### src/rtl/character_position_file.sv
// -----------------------------------------------------------------------------
// character_position_file
//
// Pixel-coordinate store for Pacman (index 0) and NUM_CHARS-1 ghosts, with a
// sequential collision scanner.
//
// Ports
//   clock_50            system clock, all state changes on the rising edge
//   reset_n             asynchronous active-low reset (everyone goes home)
//   wr_en/wr_id/wr_x/wr_y  write port; illegal writes raise wr_err next cycle
//   wr_err              one-cycle pulse: previous cycle's write was rejected
//   rd_en/rd_id         read request, one-cycle latency
//   rd_valid            one-cycle pulse qualifying rd_x/rd_y/rd_err
//   rd_x/rd_y           read data, held while rd_valid is low
//   rd_err              read id was out of range (data forced to 0)
//   home_req            reload all home positions; aborts a running scan
//   scan_start          start a collision scan (only honoured in IDLE)
//   scan_busy           scanner in SCAN
//   scan_done           scanner in DONE (one cycle)
//   hit_mask            bit k set when ghost k shares Pacman's tile
//   collision           OR of hit_mask
// -----------------------------------------------------------------------------
module character_position_file #(
  parameter int NUM_CHARS  = 5,
  parameter int ID_W       = 3,
  parameter int COORD_W    = 8,
  parameter int X_MAX      = 159,
  parameter int Y_MAX      = 119,
  parameter int HOME_BASE  = 2,
  parameter int HOME_STEP  = 20,
  parameter int TILE_SHIFT = 2
) (
  input  logic                 clock_50,
  input  logic                 reset_n,
  input  logic                 wr_en,
  input  logic [ID_W-1:0]      wr_id,
  input  logic [COORD_W-1:0]   wr_x,
  input  logic [COORD_W-1:0]   wr_y,
  output logic                 wr_err,
  input  logic                 rd_en,
  input  logic [ID_W-1:0]      rd_id,
  output logic                 rd_valid,
  output logic [COORD_W-1:0]   rd_x,
  output logic [COORD_W-1:0]   rd_y,
  output logic                 rd_err,
  input  logic                 home_req,
  input  logic                 scan_start,
  output logic                 scan_busy,
  output logic                 scan_done,
  output logic [NUM_CHARS-1:0] hit_mask,
  output logic                 collision
);

  localparam logic [ID_W:0]      NUM_CHARS_C = (ID_W+1)'(NUM_CHARS);
  localparam logic [ID_W-1:0]    LAST_IDX    = ID_W'(NUM_CHARS - 1);
  localparam logic [ID_W-1:0]    FIRST_GHOST = ID_W'(1);
  localparam logic [COORD_W-1:0] X_MAX_C     = COORD_W'(X_MAX);
  localparam logic [COORD_W-1:0] Y_MAX_C     = COORD_W'(Y_MAX);

  // Home coordinate of character k (x and y are identical). Ghost homes wrap
  // modulo 2^COORD_W.
  function automatic logic [COORD_W-1:0] home_of(input int k);
    int p;
    p = (k == 0) ? HOME_BASE : k * HOME_STEP;
    return p[COORD_W-1:0];
  endfunction

  typedef enum logic [1:0] {
    S_IDLE,
    S_SCAN,
    S_DONE
  } scan_state_t;

  // ---------------------------------------------------------------------------
  // Storage
  // ---------------------------------------------------------------------------
  logic [COORD_W-1:0] x_reg [NUM_CHARS];
  logic [COORD_W-1:0] y_reg [NUM_CHARS];

  logic wr_in_range;
  logic wr_legal;
  logic wr_accept;
  logic wr_reject;
  logic rd_in_range;

  assign wr_in_range = ({1'b0, wr_id} < NUM_CHARS_C);
  assign rd_in_range = ({1'b0, rd_id} < NUM_CHARS_C);
  assign wr_legal    = wr_in_range && (wr_x <= X_MAX_C) && (wr_y <= Y_MAX_C);
  // A home request swallows a same-edge write silently.
  assign wr_accept   = wr_en && !home_req && wr_legal;
  assign wr_reject   = wr_en && !home_req && !wr_legal;

  always_ff @(posedge clock_50 or negedge reset_n) begin
    if (!reset_n) begin
      for (int k = 0; k < NUM_CHARS; k++) begin
        x_reg[k] <= home_of(k);
        y_reg[k] <= home_of(k);
      end
    end else if (home_req) begin
      for (int k = 0; k < NUM_CHARS; k++) begin
        x_reg[k] <= home_of(k);
        y_reg[k] <= home_of(k);
      end
    end else if (wr_accept) begin
      x_reg[wr_id] <= wr_x;
      y_reg[wr_id] <= wr_y;
    end
  end

  // ---------------------------------------------------------------------------
  // Write error and read port
  // ---------------------------------------------------------------------------
  logic               wr_err_reg;
  logic               rd_valid_reg;
  logic               rd_err_reg;
  logic [COORD_W-1:0] rd_x_reg;
  logic [COORD_W-1:0] rd_y_reg;

  always_ff @(posedge clock_50 or negedge reset_n) begin
    if (!reset_n) begin
      wr_err_reg   <= 1'b0;
      rd_valid_reg <= 1'b0;
      rd_err_reg   <= 1'b0;
      rd_x_reg     <= '0;
      rd_y_reg     <= '0;
    end else begin
      wr_err_reg   <= wr_reject;
      rd_valid_reg <= rd_en;
      rd_err_reg   <= rd_en && !rd_in_range;
      // Reads see the pre-edge contents, so a same-edge write is invisible.
      if (rd_en) begin
        if (rd_in_range) begin
          rd_x_reg <= x_reg[rd_id];
          rd_y_reg <= y_reg[rd_id];
        end else begin
          rd_x_reg <= '0;
          rd_y_reg <= '0;
        end
      end
    end
  end

  assign wr_err   = wr_err_reg;
  assign rd_valid = rd_valid_reg;
  assign rd_err   = rd_err_reg;
  assign rd_x     = rd_x_reg;
  assign rd_y     = rd_y_reg;

  // ---------------------------------------------------------------------------
  // Collision scanner
  // ---------------------------------------------------------------------------
  scan_state_t          state_reg, state_next;
  logic [ID_W-1:0]      idx_reg, idx_next;
  logic [NUM_CHARS-1:0] hit_reg, hit_next;
  logic [COORD_W-1:0]   snap_x_reg, snap_x_next;
  logic [COORD_W-1:0]   snap_y_reg, snap_y_next;

  // Live tile match of every character against the Pacman snapshot; the
  // scanner picks out the ghost under idx. Entry 0 exists only so the vector
  // can be indexed directly by idx.
  logic [NUM_CHARS-1:0] tile_match;

  generate
    for (genvar gi = 0; gi < NUM_CHARS; gi++) begin : g_tile
      assign tile_match[gi] = ((x_reg[gi] >> TILE_SHIFT) == snap_x_reg) &&
                              ((y_reg[gi] >> TILE_SHIFT) == snap_y_reg);
    end
  endgenerate

  always_ff @(posedge clock_50 or negedge reset_n) begin
    if (!reset_n) begin
      state_reg  <= S_IDLE;
      idx_reg    <= '0;
      hit_reg    <= '0;
      snap_x_reg <= '0;
      snap_y_reg <= '0;
    end else begin
      state_reg  <= state_next;
      idx_reg    <= idx_next;
      hit_reg    <= hit_next;
      snap_x_reg <= snap_x_next;
      snap_y_reg <= snap_y_next;
    end
  end

  always_comb begin
    state_next  = state_reg;
    idx_next    = idx_reg;
    hit_next    = hit_reg;
    snap_x_next = snap_x_reg;
    snap_y_next = snap_y_reg;

    case (state_reg)
      S_IDLE: begin
        if (scan_start && !home_req) begin
          state_next  = S_SCAN;
          idx_next    = FIRST_GHOST;
          hit_next    = '0;
          snap_x_next = x_reg[0] >> TILE_SHIFT;
          snap_y_next = y_reg[0] >> TILE_SHIFT;
        end
      end

      S_SCAN: begin
        if (home_req) begin
          // Abort: positions are being reloaded, so the partial result is void.
          state_next = S_IDLE;
          idx_next   = '0;
          hit_next   = '0;
        end else begin
          if (tile_match[idx_reg]) begin
            hit_next[idx_reg] = 1'b1;
          end
          if (idx_reg == LAST_IDX) begin
            state_next = S_DONE;
          end else begin
            idx_next = idx_reg + 1'b1;
          end
        end
      end

      S_DONE: begin
        state_next = S_IDLE;
      end

      default: begin
        state_next = S_IDLE;
      end
    endcase
  end

  assign scan_busy = (state_reg == S_SCAN);
  assign scan_done = (state_reg == S_DONE);
  assign hit_mask  = hit_reg;
  assign collision = |hit_reg;

endmodule

### config.mk
export PLATFORM = sky130hd
export DESIGN_NAME = character_position_file
export DESIGN_NICKNAME = d
export VERILOG_FILES = /design/src/rtl/character_position_file.sv
export SDC_FILE = /design/constraint.sdc
export NUM_CORES = 1
export LEC_CHECK = 0
export ABC_AREA = 1
export BUFFER_PORTS_ARGS = -buffer_cell sky130_fd_sc_hd__buf_2
export CAP_MARGIN = 20
export CORE_UTILIZATION = 60
export CTS_BUF_LIST = sky130_fd_sc_hd__clkbuf_2
export DETAILED_ROUTE_END_ITERATION = 8
export PLACE_DENSITY = 0.9
export SYNTH_ARGS = -nofsm -noshare
export SYNTH_HDL_FRONTEND = slang
export SYNTH_SLANG_ARGS = --single-unit
### constraint.sdc
create_clock -name clock_50 -period 2.3 [get_ports clock_50]
set_clock_uncertainty 0.15 [all_clocks]
set_input_delay 0.23 -clock clock_50 [delete_from_list [all_inputs] [get_ports clock_50]]
set_output_delay 0.23 -clock clock_50 [all_outputs]
set_load 0.02 [all_outputs]
**After elaboration in Yosys (flattened, before gate mapping)**

Cells that the tools add are included.

- Reduce and logical (&&, ||, !) cells: 25
- $lt $le $gt $ge: 9
- $add $sub $neg: 1
- Bitwise gates (word level): 3
- Eq/ne operators: 17
- Mux-type cells: 32

Operator list:

| kind | number |
|---|---|
| $mux W40 | 4 |
| $bwmux W40 | 2 |
| $eq A6 B6 Y1 | 10 |
| $mux W8 | 7 |
| $bmux W8 S3 | 2 |
| $demux W8 S3 | 1 |
| $mux W5 | 3 |
| $logic_and A1 B1 Y1 | 14 |
| $pmux W5 S2 | 1 |
| $mux W3 | 3 |
| $ge A4 B4 Y1 const B | 2 |
| $le A8 B7 Y1 const B | 1 |
| $le A8 B8 Y1 const B | 1 |
| $not A3 Y4 | 2 |
| $lt A3 B3 Y1 const B | 2 |
| $mux W2 | 3 |
| $ne A3 B2 Y1 const B | 2 |
| $pmux W3 S2 | 1 |
| $reduce_and A3 Y1 | 2 |
| $or A5 B5 Y5 | 1 |
| $reduce_or A5 Y1 | 1 |
| $lt A3 B4 Y1 const B | 1 |
| $lt A4 B1 Y1 const B | 1 |
| $pmux W2 S2 | 1 |
| 14 further kinds | 19 |

- Logic and storage cells: 107
- Input port bits: 28
- Flip-flop bits (word level): 121

**Depth between registers and ports, before layout**

Gate-level depths: netlist (run 1).

- Depth after elaboration: 8
- Mapped depth: 14
- Depth with buffers taken out: 13

**Worst setup path after synthesis (run 1)**

OpenSTA, ideal clock, no wires.

- Path type: register to register
- From: register x_reg[13] in the netlist's numbering
- To: register hit_reg[1] (netlist: hit_mask[1])
- Data arrival time: 1.334 ns
- Path buffers: 0
- Period minus slack after synthesis: 1.602 ns
- Setup slack: 0.698 ns
- Cell stages (with the launch flop): 14
- Path through: dfstp_2 inv_1 nand2_1 nand2_1 nor2_1 nand2_1 nor2_1 nand2_1 nand2_1 nand2_1 nand3_2 nand2_1 nand2_1 nand2_1

- Cells in the longest elaborated chain, start to end: 6

Ends and longest elaborated chain:

| item | RTL line | RTL |
|---|---|---|
| from (decl) | 77 | `logic [COORD_W-1:0] x_reg [NUM_CHARS];` |
| from (signal, indexed assignment) | 96 | `x_reg[k] <= home_of(k);` |
| from (signal, indexed assignment) | 101 | `x_reg[k] <= home_of(k);` |
| from (signal, indexed assignment) | 105 | `x_reg[wr_id] <= wr_x;` |
| $eq A6 B6 Y1 | 165 | `assign tile_match[gi] = ((x_reg[gi] >> TILE_SHIFT) == snap_x_reg) &&` |
| $logic_and A1 B1 Y1 | 165 |  |
| $bmux W1 S3 | 211 | `if (tile_match[idx_reg]) begin` |
| $mux W1 (not written as such) | 211 |  |
| $ne A3 B2 Y1 (no line) | -- |  |
| $reduce_and A3 Y1 (no line) | -- |  |
| to (signal assigned) | 180 | `hit_reg <= hit_next;` |
| to (decl) | 154 | `logic [NUM_CHARS-1:0] hit_reg, hit_next;` |

Every way passes these cells. The select of a mux whose other input is x is not followed.
A chain may end at the register's enable or synchronous reset.

**Worst setup path after layout (run 1)**

- From: input port wr_x[6]
- To: register x_reg[13] in the netlist's numbering

- Cells in the longest elaborated chain, start to end: 5

Ends and longest elaborated chain:

| item | RTL line | RTL |
|---|---|---|
| from (decl) | 37 | `input logic [COORD_W-1:0] wr_x,` |
| $le A8 B8 Y1 | 88 | `assign wr_legal = wr_in_range && (wr_x <= X_MAX_C) && (wr_y <= Y_MAX_C);` |
| $logic_and A1 B1 Y1 (2 in series) | 88 |  |
| $logic_and A1 B1 Y1 | 90 | `assign wr_accept = wr_en && !home_req && wr_legal;` |
| $reduce_bool A2 Y1 (no line) | -- |  |

Every way passes these cells.

==> results by group, run 1 <==
Floorplanning
  – Die area: 0.0112 mm2
  – Die H: 106 um
  – Initial core utilization: 0.624
  – Core region area: 0.0104 mm2
  – Die X: 106 um
  – Ports: 55
  – Cell row count: 37

Yosys
  – Dominant cell type by area after synthesis: dfrtp_1
  – Most instantiated cells after synthesis: 231 x nand2_1, 103 x nor2_1, 103 x o21ai_0
  – Avg Synthesized Cell Area: 7.40 um2
  – Mapped cell area: 0.00650 mm2
  – Ranking of synthesized cells by area: dfrtp_1 38%, nand2_1 13%, dfstp_2 8.9%
  – Register bit count reported by yosys: 121
  – Ys Warns: 0
  – Top-count cell post-synth: nand2_1
  – Syn nets: 908
  – Ys async rst share: 1.00
  – Synth top area share: 0.381
  – Post-synth EDFFs: 0
  – Unique masters post-synth: 33
  – Primary FF master, synth: dfrtp_1
  – Cells after synthesis: 878
  – Fraction of the yosys area taken by sequential cells: 0.470

CTS
  – Clock Latency Late Sink: 0.79 ns
  – CTS tree: yes
  – Clock root buffer: clkbuf_2
  – Clock Pin Slew Worst Setup and Hold Paths: 0.18 ns
  – Inserted Clock Buffers: 17
  – Clk sink count: 121
  – Clock Path Buffers: 2
  – H-tree level count: 4

Worst setup path
  – Setup crit end kind: flip-flop
  – Setup CP Type: input port to flip-flop
  – WP buf/inv: 5
  – Top delay family on crit path: buffers and inverters
  – Critical path required time: 2.88 ns
  – CP max stage delay: 0.56 ns
  – Crit-path cells: dlygate4sd3_1 > buf_2 > inv_2 > nand2_1 > a21oi_1 > o21ai_1 > a21oi_4 > nand2_4 > o21ai_4 > buf_12 > nor2_1 > a21oi_1 > dlygate4sd3_1
  – Worst Path Arrival: 2.79 ns
  – R2R Setup Slk: 0.19 ns
  – Crit path max fanout: 15
  – Reg2reg start: snap_y_reg[4]
  – Slowest CP cell: dlygate4sd3_1
  – Setup crit start kind: input port
  – CP startpoint: wr_x[6]

Outcome
  – Outcome: finished, final reports clean

Detailed routing
  – Drt wl/cell: 18.5 um
  – Total wire length: 20,800 um
  – Antenna-violating nets left: 0
  – DRC violations left: 0
  – DR pass1 iterations: 8
  – Drt via density: 5.95
  – Vias: 6,712
  – DRT iter0 DRCs: 814

Finish
  – Fraction of layout cells with a size suffix above 1: 0.156
  – Filler instances: 790
  – P&R area growth vs syn: 17.7%
  – Nets: 1,009
  – ANT cells: 0
  – Fin area: 0.00765 mm2

STA
  – Fin Setup TNS: 0 ns
  – Fmax: 0.452 GHz
  – Slew @ Worst Pin: 0.670 ns
  – Endpoints failing setup: 0
  – Final Hold Viols: 0
  – Pins Over Slew Limit: 0
  – Final min period: 2.21 ns
  – Slew margin rel.: 0.552
  – Period utilization: 0.961

Hold path
  – Worst Hold Class: input port to flip-flop
  – Hold Crit Start: wr_y[5]

Placement
  – Placed cell area: 0.00699 mm2
  – GPL Wtd Cong: 1.02
  – Port Buf Inserts: 54
  – DP HPWL: 13,900 um

Power and ir drop
  – Cell Pwr Density: 599 mW/mm2
  – Worst IR drop on VDD: 0.000660 V
  – Pleak: 3.70 nW

GRT
  – Number of global-route vias before repair: 6,349
  – Initial antenna violation count: 0
  – GRT overflow: 0
  – Pin count of the biggest net entering global routing: 49
  – GRT Total Usage: 0.393
  – First-pass GRT wire length: 32,900 um

Job
  – Max-Cap Viols: 0
## cell usage in the layout (no fill, tap or decap), types with 29 or more instances in the layout
master         count
nand2_1          231
o21ai_0          103
nor2_1           102
inv_1             99
dfrtp_1           98
nand3_1           59
buf_2             53
dlygate4sd3_1     37
a21oi_1           35
buf_4             29
## what timing repair did
item,in CTS,in global routing
setup endpoints to repair,0,7
buffers inserted,0,2
resized for setup,0,4
hold buffers,38,0
endpoints found under the hold margin,233,0
## area by class of cell
class / count / area [um2] / share of cell area
Sequential cell: 121 / 3060 / 0.400
Tap cell: 136 / 170 / 0.0222
Inverter: 104 / 390 / 0.0510
Clock inverter: 14 / 133 / 0.0173
Multi-Input combinational cell: 611 / 2860 / 0.373
Clock buffer: 18 / 90.1 / 0.0118
Timing Repair Buffer: 124 / 953 / 0.125
## per-stage QoR
stage	hold slack (ns)	power (W)	util	instances	worst slack, ns
CTS	0.160	0.00451	0.730	1125	0.0546
detailed placement	0.0859	0.00317	0.671	1055	0.252
global route	0.159	0.00475	0.734	1128	-0.0357
global placement	0.0814	0.00315	0.671	1055	0.350
floorplan	-0.216	0.00285	-	878	0.698
finish	0.143	0.00458	0.734	1128	0.0892
## cell families (layout without fill, tap and decap cells)
group,count (synthesis),after routing,synth area share
and+or+nand+nor,409,409,0.255
DFF,121,121,0.470
xor gates and xnor gates,18,18,0.0243
adders and majority gates,2,2,0.00385
buffers and inverters,146,260,0.0930
AOI/OAI and AO/OA,182,182,0.154
## per-layer routing
layer / routed length (um) / vias to the layer above / GRT usage
met3: 2850 / 125 / 0.132
met1: 7540 / 3031 / 0.492
met4: 1260 / 0 / 0.240
met2: 9180 / 538 / 0.589
li1: - / 3018 / -
met5: 0 / - / 0
## power breakdown
part           internal (W)  switching, W  leakage (nW)
sequential          0.00224     0.0000945          1.57
combinational      0.000309      0.000591          2.00
clock              0.000487      0.000857         0.134
total               0.00304       0.00154          3.70
## worst paths after layout
path	end	depth (start not counted)
max	x_reg[13]	13
min	y_reg[21]	4
max reg2reg	hit_mask[0]	13
min reg2reg	hit_mask[3]	2
max in group asynchronous	y_reg[10]	4
min in group asynchronous	y_reg[4]	3
## worst min-delay path, cell delays in order
cell and delay, ns:
dlygate4sd3_1 0.52, buf_2 0.12, o21ai_0 0.08, o21ai_0 0.08
(Power assumes the default switching activity.)
==> run 2: changes to the inputs <==
ABC_AREA = 0   (was 1)
REMOVE_ABC_BUFFERS = 1   (was default)
==> results by group, run 2 <==
Yosys
  – Register bit count reported by yosys: 121 (unchanged)
  – Post-synth EDFFs: 0 (unchanged)
  – Ys async rst share: 1.00 (unchanged)
  – Ranking of synthesized cells by area: dfrtp_1 40%, dfstp_2 9.4%, mux2i_1 8.8% (was dfrtp_1 38%, nand2_1 13%, dfstp_2 8.9%)
  – Most instantiated cells after synthesis: 105 x nor2_1, 99 x dfrtp_1, 54 x mux2i_1 (was 231 x nand2_1, 103 x nor2_1, 103 x o21ai_0)
  – Mapped cell area: 0.00617 mm2 (was 0.00650 mm2)
  – Avg Synthesized Cell Area: 11.1 um2 (was 7.40 um2)
  – Unique masters post-synth: 42 (was 33)
  – Top-count cell post-synth: nor2_1 (was nand2_1)
  – Fraction of the yosys area taken by sequential cells: 0.495 (was 0.470)
  – Synth top area share: 0.401 (was 0.381)
  – Dominant cell type by area after synthesis: dfrtp_1 (unchanged)
  – Ys Warns: 0 (unchanged)
  – Cells after synthesis: 557 (was 878)
  – Primary FF master, synth: dfrtp_1 (unchanged)

Detailed routing
  – Vias: 4,951 (was 6,712)
  – Antenna-violating nets left: 0 (unchanged)
  – DRT iter0 DRCs: 295 (was 814)
  – DRC violations left: 0 (unchanged)
  – Drt via density: 6.34 (was 5.95)
  – DR pass1 iterations: 8 (unchanged)
  – Total wire length: 16,300 um (was 20,800 um)
  – Drt wl/cell: 20.9 um (was 18.5 um)

Finish
  – Commonest non-fill, non-tap cells in the layout: 105 x nor2_1, 99 x dfrtp_1, 54 x mux2i_1, 53 x buf_2, 38 x xnor2_1 (was 231 x nand2_1, 103 x o21ai_0, 102 x nor2_1, 99 x inv_1, 98 x dfrtp_1)
  – Commonest non-fill, non-tap cell in the layout: nor2_1 (was nand2_1)
  – Finished Layout Cells: 781 (was 1,128)
  – P&R area growth vs syn: 16.2% (was 17.7%)
  – Final core occ: 0.727 (was 0.734)
  – ANT cells: 0 (unchanged)
  – Fraction of layout cells with a size suffix above 1: 0.241 (was 0.156)
  – Nets: 665 (was 1,009)

STA
  – RSZ-0062 raised after global routing: no
  – Endpoints failing setup: 0 (unchanged)
  – Slew margin rel.: 0.577 (was 0.552)
  – Fin Setup TNS: 0 ns (unchanged)
  – Worst hold margin: 0.0523 ns (was 0.143 ns)
  – Pins Over Slew Limit: 0 (unchanged)
  – Fmax: 0.464 GHz (was 0.452 GHz)
  – Final min period: 2.16 ns (was 2.21 ns)
  – Final Hold Viols: 0 (unchanged)
  – Slew @ Worst Pin: 0.630 ns (was 0.670 ns)
  – Period utilization: 0.938 (was 0.961)

Worst setup path
  – R2R cell count: 5 (was 13)
  – Crit path max fanout: 24 (was 15)
  – Setup CP Type: input port to flip-flop (unchanged)
  – Setup crit end kind: flip-flop (unchanged)
  – Setup crit start kind: input port (unchanged)
  – Reg2reg start: snap_y_reg[0] (was snap_y_reg[4])
  – Worst Path Arrival: 2.66 ns (was 2.79 ns)
  – CP startpoint: wr_x[5] (was wr_x[6])
  – Critical path required time: 2.80 ns (was 2.88 ns)

Placement
  – Port Buf Inserts: 54 (unchanged)
  – Inst Count DP: 716 (was 1,055)
  – GPL Wtd Cong: 0.990 (was 1.02)
  – DP HPWL: 10,000 um (was 13,900 um)

Job
  – Max-Cap Viols: 0 (unchanged)

CTS
  – Setup bufs post-CTS: 0 (unchanged)
  – Clock Path Buffers: 2 (unchanged)
  – Clock Pin Slew Worst Setup and Hold Paths: 0.17 ns (was 0.18 ns)
  – CTS tree: yes (unchanged)
  – Clk sink count: 121 (unchanged)
  – Inserted Clock Buffers: 17 (unchanged)
  – Clock root buffer: clkbuf_2 (unchanged)
  – Clock Latency Late Sink: 0.72 ns (was 0.79 ns)
  – H-tree level count: 4 (unchanged)

Floorplanning
  – Die area: 0.0107 mm2 (was 0.0112 mm2)
  – Die H: 103 um (was 106 um)
  – Die X: 103 um (was 106 um)
  – Ports: 55 (unchanged)
  – Core region area: 0.00986 mm2 (was 0.0104 mm2)
  – Cell row count: 36 (was 37)
  – Initial core utilization: 0.626 (was 0.624)

Power and ir drop
  – Cell Pwr Density: 598 mW/mm2 (was 599 mW/mm2)
  – Pleak: 3.20 nW (was 3.70 nW)
  – Worst IR drop on VDD: 0.000325 V (was 0.000660 V)
  – Pwr Total: 0.00429 W (was 0.00458 W)

GRT
  – Initial antenna violation count: 0 (unchanged)
  – First-pass GRT wire length: 25,000 um (was 32,900 um)
  – GRT Total Usage: 0.324 (was 0.393)
  – GRT overflow: 0 (unchanged)
  – Pin count of the biggest net entering global routing: 91 (was 49)
  – Number of global-route vias before repair: 4,919 (was 6,349)

Hold path
  – Hold Path Cell Cnt: 4 (unchanged)
  – Hold Crit Start: rd_id[0] (was wr_y[5])
  – Worst Hold Class: input port to flip-flop (unchanged)

Outcome
  – Outcome: finished, final reports clean (unchanged)
[run 2: cell count changes after synthesis, sizes merged, moves of 21 or more]
| cell | delta |
|---|---|
| a21oi | -21 |
| inv | -96 |
| mux2i | +54 |
| nand2 | -220 |
| nand3 | -53 |
| o21ai | -106 |
| xnor2 | +25 |
[run 2: repair_timing]
item	CTS	global route
endpoints found under the setup margin	0	1
endpoints found under the hold margin	224	0
gates resized for setup	0	1
hold buffers	32	0
[run 2: area by class of cell]
class	count	area, um2
flip-flops and latches	121	3060
multi-input cells	383	2850
fillers	629	2690
repair buffers	104	826
well taps	133	166
clock inverters	14	156
clock buffers	18	90.1
inverters	8	30.0
[run 2: power breakdown]
group / switching (W) / total [W] / internal (W)
Sequential: 0.0000797 / 0.00228 / 0.00220
Clock: 0.000815 / 0.00141 / 0.000596
Combinational: 0.000361 / 0.000599 / 0.000238
[run 2: stage by stage]
stage | area, um2 | setup slack [ns]
6_report | 7170 | 0.143
5_1_grt | 7170 | 0.0685
4_1_cts | 7140 | 0.141
3_5_place_dp | 6570 | 0.282
3_3_place_gp | 6570 | 0.374
2_1_floorplan | 5930 | 0.176
[run 2: routing by layer]
layer | share of wire | routed length, um | GRT usage
met5 | 0 | 0 | 0
met4 | 0.044 | 712 | 0.189
met3 | 0.092 | 1500 | 0.0867
met2 | 0.49 | 8010 | 0.532
met1 | 0.37 | 6090 | 0.386
[run 2: cell families (layout without fill, tap and decap cells)]
family          count (synthesis)  after routing  synth area share
compound gates                 56             56            0.0655
xor+xnor                       60             60            0.0851
simple gates                  183            183             0.138
mux                            82             82             0.168
fa+ha+maj                       2              2           0.00405
buf+inv                        53            144            0.0442
flops                         121            121             0.495
[run 2: worst paths after layout]
| path | endpoint | slack (ns) |
|---|---|---|
| worst max-delay path | x_reg[11] | 0.14 |
| worst min-delay path | rd_err | 0.05 |
| worst max register to register | hit_mask[4] | 0.27 |
| worst min register to register | hit_mask[3] | 0.37 |
| max in group asynchronous | y_reg[6] | 1.12 |
| min in group asynchronous | x_reg[19] | 0.53 |
[run 2: worst max-delay path: stages]
cell           delay [ns]
dlygate4sd3_1        0.53
buf_2                0.16
o21a_1               0.23
nor3_2               0.26
and4_1               0.28
buf_12               0.21
nor3_1               0.06
a21oi_1              0.12
dlygate4sd3_1        0.57
==> run 3: changes to the inputs <==
REMOVE_ABC_BUFFERS = default   (was 1)
==> results by group, run 3 (synthesized netlist as in run 2, its figures left out) <==
Power and ir drop
  – Switching Share: 0.294 (was 0.293)
  – Pleak: 3.19 nW (was 3.20 nW)
  – Int Pwr: 0.00314 W (was 0.00303 W)
  – Clock network fraction of total power: 0.353 (was 0.329)
  – Sw Pwr: 0.00130 W (was 0.00126 W)
  – Comb power frac: 0.135 (was 0.140)
  – Worst IR drop on VDD: 0.000344 V (was 0.000325 V)
  – Seq pwr share: 0.513 (was 0.531)
  – Cell Pwr Density: 626 mW/mm2 (was 598 mW/mm2)

Floorplanning
  – Ports: 55 (unchanged)
  – Die area: 0.0107 mm2 (unchanged)
  – Core region area: 0.00986 mm2 (unchanged)
  – Die X: 103 um (unchanged)
  – Cell row count: 36 (unchanged)
  – Initial core utilization: 0.626 (unchanged)
  – Die H: 103 um (unchanged)

Worst setup path
  – Slowest CP cell: dlygate4sd3_1 (unchanged)
  – Worst Path Arrival: 2.71 ns (was 2.66 ns)
  – Critical path required time: 2.73 ns (was 2.80 ns)
  – Crit path max fanout: 9 (was 24)
  – Setup CP Type: input port to flip-flop (unchanged)
  – CP max stage delay: 0.55 ns (was 0.57 ns)
  – WP buf/inv: 4 (unchanged)
  – Top delay family on crit path: buffers and inverters (unchanged)
  – Setup crit start kind: input port (unchanged)
  – Critical path's most frequent cell: dlygate4sd3_1 (unchanged)
  – Setup crit end kind: flip-flop (unchanged)
  – Crit-path cells: dlygate4sd3_1 > buf_2 > nor3b_1 > and2_1 > buf_4 > mux2i_1 > nor2_1 > dlygate4sd3_1 (was dlygate4sd3_1 > buf_2 > o21a_1 > nor3_2 > and4_1 > buf_12 > nor3_1 > a21oi_1 > dlygate4sd3_1)

STA
  – Period utilization: 0.989 (was 0.938)
  – Worst hold margin: -0.0461 ns (was 0.0523 ns)
  – Fmax: 0.440 GHz (was 0.464 GHz)
  – Pins Over Slew Limit: 0 (unchanged)
  – Endpoints failing setup: 0 (unchanged)
  – Slew margin rel.: 0.481 (was 0.577)
  – Final Hold Viols: 19 (was 0)
  – RSZ-0062 raised after global routing: no (unchanged)
  – Fin Setup TNS: 0 ns (unchanged)
  – Final min period: 2.27 ns (was 2.16 ns)
  – Slew @ Worst Pin: 0.775 ns (was 0.630 ns)

CTS
  – H-tree level count: 4 (unchanged)
  – Inserted Clock Buffers: 17 (unchanged)
  – Clock Path Buffers: 2 (unchanged)
  – Clock Latency Late Sink: 0.69 ns (was 0.72 ns)
  – Clock Pin Slew Worst Setup and Hold Paths: 0.17 ns (about the same)
  – Clk sink count: 121 (unchanged)
  – PostCTS Resize Cnt: 0 (unchanged)
  – Setup bufs post-CTS: 0 (unchanged)
  – CTS tree: yes (unchanged)
  – Clock root buffer: clkbuf_2 (unchanged)

Detailed routing
  – DRT iter0 DRCs: 594 (was 295)
  – Drt via density: 6.44 (was 6.34)
  – Total wire length: 17,300 um (was 16,300 um)
  – Antenna-violating nets left: 0 (unchanged)
  – DR pass1 iterations: 6 (was 8)
  – DRC violations left: 0 (unchanged)
  – Vias: 5,012 (was 4,951)
  – Drt wl/cell: 22.2 um (was 20.9 um)

GRT
  – GRT overflow: 0 (unchanged)
  – Pin count of the biggest net entering global routing: 122 (was 91)
  – Number of global-route vias before repair: 5,128 (was 4,919)
  – Initial antenna violation count: 0 (unchanged)
  – First-pass GRT wire length: 27,200 um (was 25,000 um)
  – GRT Total Usage: 0.353 (was 0.324)

Finish
  – Fraction of layout cells with a size suffix above 1: 0.243 (was 0.241)
  – Commonest non-fill, non-tap cell in the layout: nor2_1 (unchanged)
  – Area of the multi-input gates: 0.00285 mm2 (unchanged)
  – ANT cells: 0 (unchanged)
  – Nets: 662 (was 665)
  – Fin area: 0.00710 mm2 (was 0.00717 mm2)
  – Filler instances: 607 (was 629)
  – P&R area growth vs syn: 15.0% (was 16.2%)
  – Register Area: 0.00306 mm2 (unchanged)
  – Commonest non-fill, non-tap cells in the layout: 105 x nor2_1, 99 x dfrtp_1, 54 x mux2i_1, 53 x buf_2, 38 x xnor2_1 (unchanged)

Job
  – Max-Cap Viols: 0 (unchanged)

Placement
  – DP HPWL: 10,300 um (was 10,000 um)
  – Port Buf Inserts: 54 (unchanged)
  – Placed cell area: 0.00653 mm2 (was 0.00657 mm2)
  – GPL Wtd Cong: 0.949 (was 0.990)

Outcome
  – Failing checks: negative hold slack
  – Outcome: complete, but fails checks (was finished, final reports clean)

Yosys
  – Syn nets: 587

Hold path
  – Worst Hold Class: input port to async pin (was input port to flip-flop)
[run 3: metal layers]
metal | share of wire | track usage | vias up
li1 | - | - | 2097
met1 | 0.37 | 0.432 | 2451
met2 | 0.47 | 0.544 | 360
met3 | 0.10 | 0.118 | 104
met4 | 0.055 | 0.213 | 0
met5 | 0 | 0 | -
[run 3: worst reg2reg max path, delay by kind of cell (launching register included)]
| family | cells | cell delay (ns) |
|---|---|---|
| AND/OR/NAND/NOR | 2 | 0.51 |
| XOR/XNOR | 1 | 0.49 |
| flip-flops | 1 | 0.54 |
| AO/OA/AOI/OAI | 2 | 0.47 |
[run 3: metrics by stage]
stage | std cells | power (W) | hold WS [ns] | utilization | worst slack (ns)
after floorplan | 557 | 0.00262 | -0.216 | - | 0.519
after CTS | 778 | 0.00440 | 0.0151 | 0.720 | 0.162
after detailed placement | 716 | 0.00284 | 0.230 | 0.662 | 0.260
final | 778 | 0.00444 | -0.0461 | 0.720 | 0.0262
after global placement | 716 | 0.00282 | 0.225 | 0.662 | 0.386
after global routing | 778 | 0.00458 | 0.0290 | 0.720 | 0.00831
[run 3: worst paths after layout]
path                                    start     endpoint  slack, ns  depth (start not counted)
worst max register to register  snap_x_reg[4]  hit_mask[1]       0.08                          5
max in group asynchronous             reset_n       rd_err       1.47                          3
min in group clock_50                rd_id[0]      rd_y[1]       0.04                          4
worst max-delay path                 wr_id[0]    x_reg[36]       0.03                          8
worst min register to register        rd_x[5]      rd_x[5]       0.37                          2
worst min-delay path                  reset_n    x_reg[27]      -0.05                          3
[run 3: repair_timing]
action / in CTS / in global routing
endpoints found under the hold margin: 226 / 0
hold buffers: 30 / 0
endpoints found under the setup margin: 0 / 0
[run 3: area by class of cell]
class | instances | share of cell area
repair buffers | 101 | 0.102
clock inverters | 13 | 0.0250
inverters | 8 | 0.00423
well taps | 133 | 0.0234
multi-input cells | 383 | 0.401
flip-flops and latches | 121 | 0.430
clock buffers | 19 | 0.0134
[run 3: power groups by stage]
stage | registers, W | logic [W] | clock network [W]
5_1_grt | 0.00229 | 0.000650 | 0.00164
3_3_place_gp | 0.00230 | 0.000517 | 0
2_1_floorplan | 0.00232 | 0.000304 | 0
4_1_cts | 0.00227 | 0.000581 | 0.00155
3_5_place_dp | 0.00231 | 0.000535 | 0
6_report | 0.00228 | 0.000598 | 0.00157
